`src/rtl/hazard_pkg.sv`:
```
// Shared types and helpers for the pipeline hazard tracker.
// Stage entries carry a fixed-width destination field so every stage register shares one payload type.
package hazard_pkg;

    localparam int unsigned MAX_RB = 8;
    localparam int unsigned FWD_RF = 0;

    typedef struct packed {
        logic              valid;
        logic              we;
        logic [MAX_RB-1:0] dst;
        logic              load;
    } stage_entry_t;

    function automatic int unsigned fwd_width(input int unsigned depth);
        return $clog2(depth + 1);
    endfunction

    // An entry produces addr unless it is a bubble, does not write, or targets the PC.
    function automatic logic entry_match(input stage_entry_t e,
                                         input logic [MAX_RB-1:0] addr,
                                         input logic [MAX_RB-1:0] pc);
        return e.valid && e.we && (e.dst == addr) && (addr != pc);
    endfunction

endpackage

```
`src/rtl/hz_stage_reg.sv`:
```
// One tracked pipeline stage: holds the in-flight destination entry, clearable by a bubble.
module hz_stage_reg
    import hazard_pkg::*;
(
    input  logic         clk,
    input  logic         reset,
    input  logic         bubble,
    input  stage_entry_t d,
    output stage_entry_t q
);

    always_ff @(posedge clk or posedge reset) begin
        if (reset) begin
            q <= '0;
        end else if (bubble) begin
            q <= '0;
        end else begin
            q <= d;
        end
    end

endmodule

```
`src/rtl/hazard_tracker.sv`:
```
// Generic hazard unit: per-operand forwarding selects for E, load-use stalls,
// branch flushes and a saturating stall-cycle counter.
module hazard_tracker
    import hazard_pkg::*;
#(
    parameter  int unsigned RB         = 4,
    parameter  int unsigned NSRC       = 2,
    parameter  int unsigned DEPTH      = 3,
    parameter  int unsigned LOAD_STAGE = 3,
    parameter  int unsigned PC_REG     = 15,
    parameter  int unsigned CNT_W      = 16,
    localparam int unsigned FW         = fwd_width(DEPTH)
) (
    input  logic                 clk,
    input  logic                 reset,
    input  logic                 id_valid,
    input  logic [NSRC*RB-1:0]   id_src,
    input  logic [NSRC-1:0]      id_src_used,
    input  logic [RB-1:0]        id_dst,
    input  logic                 id_we,
    input  logic                 id_load,
    input  logic                 br_taken_e,
    output logic [NSRC*FW-1:0]   fwd_sel,
    output logic                 stall_f,
    output logic                 stall_d,
    output logic                 flush_d,
    output logic                 flush_e,
    output logic [CNT_W-1:0]     stall_cycles
);

    localparam logic [MAX_RB-1:0] PC_ADDR = MAX_RB'(PC_REG);
    // Last stage whose load result is not yet forwardable to a Decode consumer.
    localparam int HZ_LAST = ((int'(LOAD_STAGE) - 2) < int'(DEPTH)) ? (int'(LOAD_STAGE) - 2) : int'(DEPTH);

    stage_entry_t      ent [1:DEPTH];
    stage_entry_t      d_entry;
    logic [RB-1:0]     e_src [NSRC];
    logic [NSRC-1:0]   e_used;
    logic              hz;
    logic              bubble_e;
    logic              stall_int;
    logic [CNT_W-1:0]  cnt;
    logic [FW-1:0]     sel_chain [NSRC][2:DEPTH+1];

    always_comb begin
        d_entry       = '0;
        d_entry.valid = id_valid;
        d_entry.we    = id_we;
        d_entry.dst   = MAX_RB'(id_dst);
        d_entry.load  = id_load;
    end

    // Stage 1 captures Decode or a bubble; later stages shift unconditionally.
    genvar gk;
    generate
        for (gk = 1; gk <= int'(DEPTH); gk++) begin : g_stage
            if (gk == 1) begin : g_first
                hz_stage_reg u_reg (
                    .clk    (clk),
                    .reset  (reset),
                    .bubble (bubble_e),
                    .d      (d_entry),
                    .q      (ent[1])
                );
            end else begin : g_rest
                hz_stage_reg u_reg (
                    .clk    (clk),
                    .reset  (reset),
                    .bubble (1'b0),
                    .d      (ent[gk-1]),
                    .q      (ent[gk])
                );
            end
        end
    endgenerate

    always_ff @(posedge clk or posedge reset) begin
        if (reset) begin
            e_used <= '0;
            for (int i = 0; i < int'(NSRC); i++) begin
                e_src[i] <= '0;
            end
        end else if (bubble_e) begin
            e_used <= '0;
            for (int i = 0; i < int'(NSRC); i++) begin
                e_src[i] <= '0;
            end
        end else begin
            e_used <= id_src_used;
            for (int i = 0; i < int'(NSRC); i++) begin
                e_src[i] <= id_src[i*RB +: RB];
            end
        end
    end

    // Load-use: a Decode operand depends on a load too young to forward.
    always_comb begin
        hz = 1'b0;
        for (int i = 0; i < int'(NSRC); i++) begin
            for (int k = 1; k <= HZ_LAST; k++) begin
                if (id_src_used[i] && ent[k].load &&
                    entry_match(ent[k], MAX_RB'(id_src[i*RB +: RB]), PC_ADDR)) begin
                    hz = 1'b1;
                end
            end
        end
        hz = hz & id_valid;
    end

    assign bubble_e  = br_taken_e | hz;
    assign stall_int = ~br_taken_e & hz;

    assign stall_f      = ~reset & stall_int;
    assign stall_d      = ~reset & stall_int;
    assign flush_d      = ~reset & br_taken_e;
    assign flush_e      = ~reset & bubble_e;
    assign stall_cycles = cnt;

    always_ff @(posedge clk or posedge reset) begin
        if (reset) begin
            cnt <= '0;
        end else if (stall_int && (cnt != '1)) begin
            cnt <= cnt + CNT_W'(1);
        end
    end

    // Priority chain from the oldest stage toward stage 2, so the youngest producer wins.
    genvar gi, gs;
    generate
        for (gi = 0; gi < int'(NSRC); gi++) begin : g_op
            assign sel_chain[gi][DEPTH+1] = FW'(FWD_RF);
            for (gs = int'(DEPTH); gs >= 2; gs--) begin : g_scan
                assign sel_chain[gi][gs] =
                    (e_used[gi] && entry_match(ent[gs], MAX_RB'(e_src[gi]), PC_ADDR))
                    ? FW'(gs) : sel_chain[gi][gs+1];
            end
            assign fwd_sel[gi*FW +: FW] = reset ? FW'(FWD_RF) : sel_chain[gi][2];
        end
    endgenerate

endmodule

```
`config.mk`:
```
export PLATFORM = sky130hd
export DESIGN_NAME = hazard_tracker
export DESIGN_NICKNAME = d
export VERILOG_FILES = /design/src/rtl/hazard_pkg.sv /design/src/rtl/hz_stage_reg.sv /design/src/rtl/hazard_tracker.sv
export SDC_FILE = /design/constraint.sdc
export NUM_CORES = 1
export LEC_CHECK = 0
export CORE_AREA = 2 2 76 78
export DETAILED_ROUTE_END_ITERATION = 7
export DIE_AREA = 0 0 78 80
export HOLD_SLACK_MARGIN = 0.12
export PLACE_DENSITY_LB_ADDON = 0.2
export SYNTH_ARGS = -nofsm -noshare
export SYNTH_HDL_FRONTEND = slang
export SYNTH_HIERARCHICAL = 1
export SYNTH_SLANG_ARGS = --single-unit
```
`constraint.sdc`:
```
create_clock -name clk -period 2.8 [get_ports clk]
set_input_delay 0.7 -clock clk [delete_from_list [all_inputs] [get_ports clk]]
set_output_delay 0.7 -clock clk [all_outputs]
set_load 0.02 [all_outputs]
```
After elaboration in Yosys (flattened, before gate mapping)
Index checks and enable logic that the tools add are counted.
{"block": "classes", "n_addsub": 1, "mul": 0, "n_div": 0, "magnitude_cmp": 0, "eq_ne": 11, "n_shift": 0, "muxes": 11, "bitwise_logic": 8, "n_reduce_logical": 24}
{"cell": "$eq 8x4->1", "count": 6}
{"cell": "$logic_and 1x1->1", "count": 24}
{"cell": "$add 16x1->16 const B", "count": 1}
{"cell": "$ne 16x16->1 const B", "count": 1}
{"cell": "$ne 4x4->1 const B", "count": 4}
{"cell": "$mux 2", "count": 7}
{"cell": "$mux 11", "count": 1}
{"cell": "$mux 8", "count": 1}
{"cell": "$and 1x1->1", "count": 5}
{"cell": "$mux 1", "count": 2}
{"cell": "$not 1->1", "count": 2}
{"cell": "$or 1x1->1", "count": 1}
{"block": "totals", "register_bits": 57, "latchBits": 0, "ram_bits": 0, "mem_bits_ro": 0, "output_inout_bits": 24, "word_cells": 69, "mem_count": 0}

Depth between registers and ports, before layout
{"block": "logic_depth", "word_depth": 9, "ltp_mapped": 8}

Hierarchy
Netlist, hierarchy kept.
{"module": "hazard_tracker", "instances": 1, "cells_each": 168, "area_each_um2": 1622.8}
{"module": "hz_stage_reg", "instances": 3, "cells_each": 24, "area_each_um2": 396.6}

Least setup slack after synthesis
OpenSTA, ideal clock, no wires.
{"block": "synth_timing", "kind": "input to output", "start": "input port id_src[0]", "end": "output port stall_f", "arrival_time_ps": 1965, "t_required_ps": 2100, "slack_ps": 135, "cell_stages": 6, "path_buffers": 1, "path_cell_list": "xnor2_1 > nand4_1 > nor2_1 > a31oi_1 > nor3_1 > buf_4"}
{"block": "synth_between", "elab_chain_len": 9}
{"item": "from (decl)", "line": "hazard_tracker.sv:17", "rtl": "input logic [NSRC*RB-1:0] id_src,"}
{"item": "$eq 8x4->1", "line": "hazard_pkg.sv:23", "rtl": "return e.valid && e.we && (e.dst == addr) && (addr != pc);"}
{"item": "$logic_and 1x1->1", "line": "hazard_pkg.sv:23"}
{"item": "$logic_and 1x1->1 *", "line": "hazard_pkg.sv:23"}
{"item": "$logic_and 1x1->1 *", "line": "hazard_tracker.sv:101", "rtl": "if (id_src_used[i] && ent[k].load &&"}
{"item": "$mux 1 * (2 in series)", "line": "hazard_tracker.sv:101"}
{"item": "$and 1x1->1 *", "line": "hazard_tracker.sv:107", "rtl": "hz = hz & id_valid;"}
{"item": "$and 1x1->1 *", "line": "hazard_tracker.sv:111", "rtl": "assign stall_int = ~br_taken_e & hz;"}
{"item": "$and 1x1->1 *"}
{"item": "to (decl)", "line": "hazard_tracker.sv:24", "rtl": "output logic stall_f,"}
Every way passes the cells marked *; elsewhere a longest branch is shown, timed or not.

Worst setup path after layout
{"block": "layout_timing", "start": "input port id_src_used[0]", "end": "output port stall_d"}
{"block": "layout_between", "elab_chain_len": 7}
{"item": "from (decl)", "line": "hazard_tracker.sv:18", "rtl": "input logic [NSRC-1:0] id_src_used,"}
{"item": "$logic_and 1x1->1 (2 in series)", "line": "hazard_tracker.sv:101"}
{"item": "$mux 1 (2 in series)", "line": "hazard_tracker.sv:101"}
{"item": "$and 1x1->1", "line": "hazard_tracker.sv:107"}
{"item": "$and 1x1->1", "line": "hazard_tracker.sv:111"}
{"item": "$and 1x1->1", "line": "hazard_tracker.sv:114", "rtl": "assign stall_d = ~reset & stall_int;"}
{"item": "to (decl)", "line": "hazard_tracker.sv:25", "rtl": "output logic stall_d,"}
Every way passes these cells.

==> qor.txt <==
status: completed
# fillers: 439
fin util: 0.6600
DRT Wirelength: 5466 um
H-Tree Depth: 3
Total Power: 0.001795 W
cell count after synthesis: 236
Placer Congestion: 0.8400
Initial Utilization: 0.5079
Hold Vio Cnt, Final: 0
crit-path max cell delay: 0.49 ns
Required @ worst endpoint: 2.10 ns
Die W: 78 um
total grt overflow: 0
DR WL met3: 200 um
highest routed metal layer: met4
Routed wire per std cell: 14.16 um
Via density: 5.049
Bufs and invs on worst path: 3
largest net degree at the start of global routing: 16
Syn Area/Cell: 11.63 um2
Crit Path Max Fanout: 2
DRC: 0
root buf cell: clkbuf_8
Crit. Startpoint: id_src_used[0]
pwr dens: 503.2 nW/um2
Die Ht: 80 um
Hold Buf Count CTS: 0
antenna cell count: 0
routed length on met2: 2932 um
Max VDD drop: 305.6 uV
cell chain of the critical path: clkdlybuf4s50_1 > nand4_1 > nor2_1 > a31oi_1 > nor3_1 > buf_4 > buf_4
Pins Over Slew Limit: 0
Worst EP arrival: 2.02 ns
post-route clock period utilization: 0.9705
first-pass GRT wire length: 8997 um
Num Clock Sinks: 57
gr usage total: 0.1910
Crit path top cell by count: buf_4
delay-heaviest family, CP: buffers and inverters
Fmax: 0.3680 GHz
die area: 6240 um2
clk_lat worst skew: 0.33 ns
Row Count: 27
RSZ-0062 raised after global routing: false
r2r startpoint: g_stage[1].g_first.u_reg/q[4]
HPWL after DPL: 4141 um
CTS Buffer Depth: 2
Num CTS Buffers: 9
Post-Synthesis Cell Area: 2745 um2
slowest CP cell: clkdlybuf4s50_1
vias in the first global route: 1954
DR vias: 1949
yosys warns: 6
Crit Path Class: in2out
CP endpoint kind: primary output
Final setup viols: 0
initial antenna violation count: 0
number of max-cap violations: 0
post-route antenna net violation count: 0
Worst setup SP type: input pin
static leakage: 1.560 nW
Clock Pin Slew Worst Setup and Hold Paths: 0.07 ns
Area Overhead vs Synth: 29.95%
share of cells above drive strength 1: 0.2771
hold wc startpoint: g_stage[2].g_rest.u_reg/q[5]
Metal-1 WL: 2189 um
final net count: 330
Core ar.: 5405 um2
# port buffers: 43
# IOs: 44
Clock Skews: 0.008565 ns
minimum period implied by the final worst setup slack: 2.717 ns
Pre-antenna DRT Iters: 4
hold crit path type: reg2reg
TritonCTS clock tree: done
DR iter-0 viols: 83
[final cells by class]
cell class,count,area [um2],area share
clock buffer,9,123.9,0.03472
clock inverter,7,77.57,0.02175
inverter,5,18.77,0.005261
multi-input combinational,173,1291,0.3620
sequential,57,1426,0.3999
tap,72,90.09,0.02525
timing repair buffer,63,539.3,0.1512
[what timing repair did]
| action | 4_1_cts | 5_1_grt |
|---|---|---|
| resized for setup | 38 | 17 |
| pin swaps | 8 | 8 |
| endpoints found under the hold margin | 0 | 0 |
| setup endpoints to repair | 8 | 7 |
| buffers inserted | 1 | 2 |
[layout by cell type (no fill, tap or decap), drive strengths merged, types with 2 or more instances in the layout]
master,n
nor4,3
inv,7
nand4,19
or3,4
and3,3
nor3,7
xnor2,33
nand3,8
nor2,5
nand2,15
clkinv,3
nor3b,4
and2b,3
and2,10
nor2b,30
dlygate4sd2,7
clkbuf,14
a21oi,3
buf,25
clkdlybuf4s50,25
conb,8
nor4b,2
dfrtp,57
xor2,5
mux2,2
[worst reg2reg max path, cell delays in order (launching register included)]
cell and delay [ns]:
dfrtp_1 0.43, xnor2_1 0.17, nand4_1 0.16, buf_4 0.18, o32ai_4 0.29, buf_4 0.15, buf_4 0.09, buf_4 0.18
or4b_1 0.47, mux2_1 0.32
[through the flow]
stage,std cells,hold WS [ns],setup slack [ns],instance area [um2],TNS [ns]
finish,386,0.4942,0.08263,3567,0
detailed placement,367,0.4784,-0.6122,3362,-2.277
CTS,384,0.4994,0.006094,3563,0
floorplan,243,0.4548,0.1348,2771,0
global placement,367,0.4806,-0.5818,3362,-2.092
global route,386,0.5117,0.02269,3567,0
[per-layer routing]
metal  up-vias  global-route usage
met3        16             0.03620
met4         0              0.1175
met2        51              0.3466
met1       946              0.2052
met5         -                   0
li1        936                   -
[registers in the layout, indices dropped and copies added (netlist names)]
| signal | cells |
|---|---|
| e_used | 2 |
| e_src | 8 |
| g_stage.g_rest.u_reg/q | 20 |
| g_stage.g_first.u_reg/q | 11 |
| stall_cycles | 16 |
[path summary, 6_finish.rpt]
kind                                                       to  slack, ns  cells past startpoint
worst max register to register               stall_cycles[12]       0.25                      9
min in group asynchronous        g_stage[2].g_rest.u_reg/q[9]       0.78                      3
worst min-delay path             g_stage[3].g_rest.u_reg/q[5]       0.49                      1
worst min register to register   g_stage[3].g_rest.u_reg/q[5]       0.49                      1
worst max-delay path                                  stall_d       0.08                      7
max in group asynchronous       g_stage[1].g_first.u_reg/q[5]       1.71                      3
[where the power goes]
part,switching [W],total [W],internal (W)
combinational,0.0000742,0.000159,0.0000852
clock,0.000346,0.000763,0.000418
sequential,0.0000239,0.000872,0.000848
Note: power is estimated with default switching activity, not from simulation.
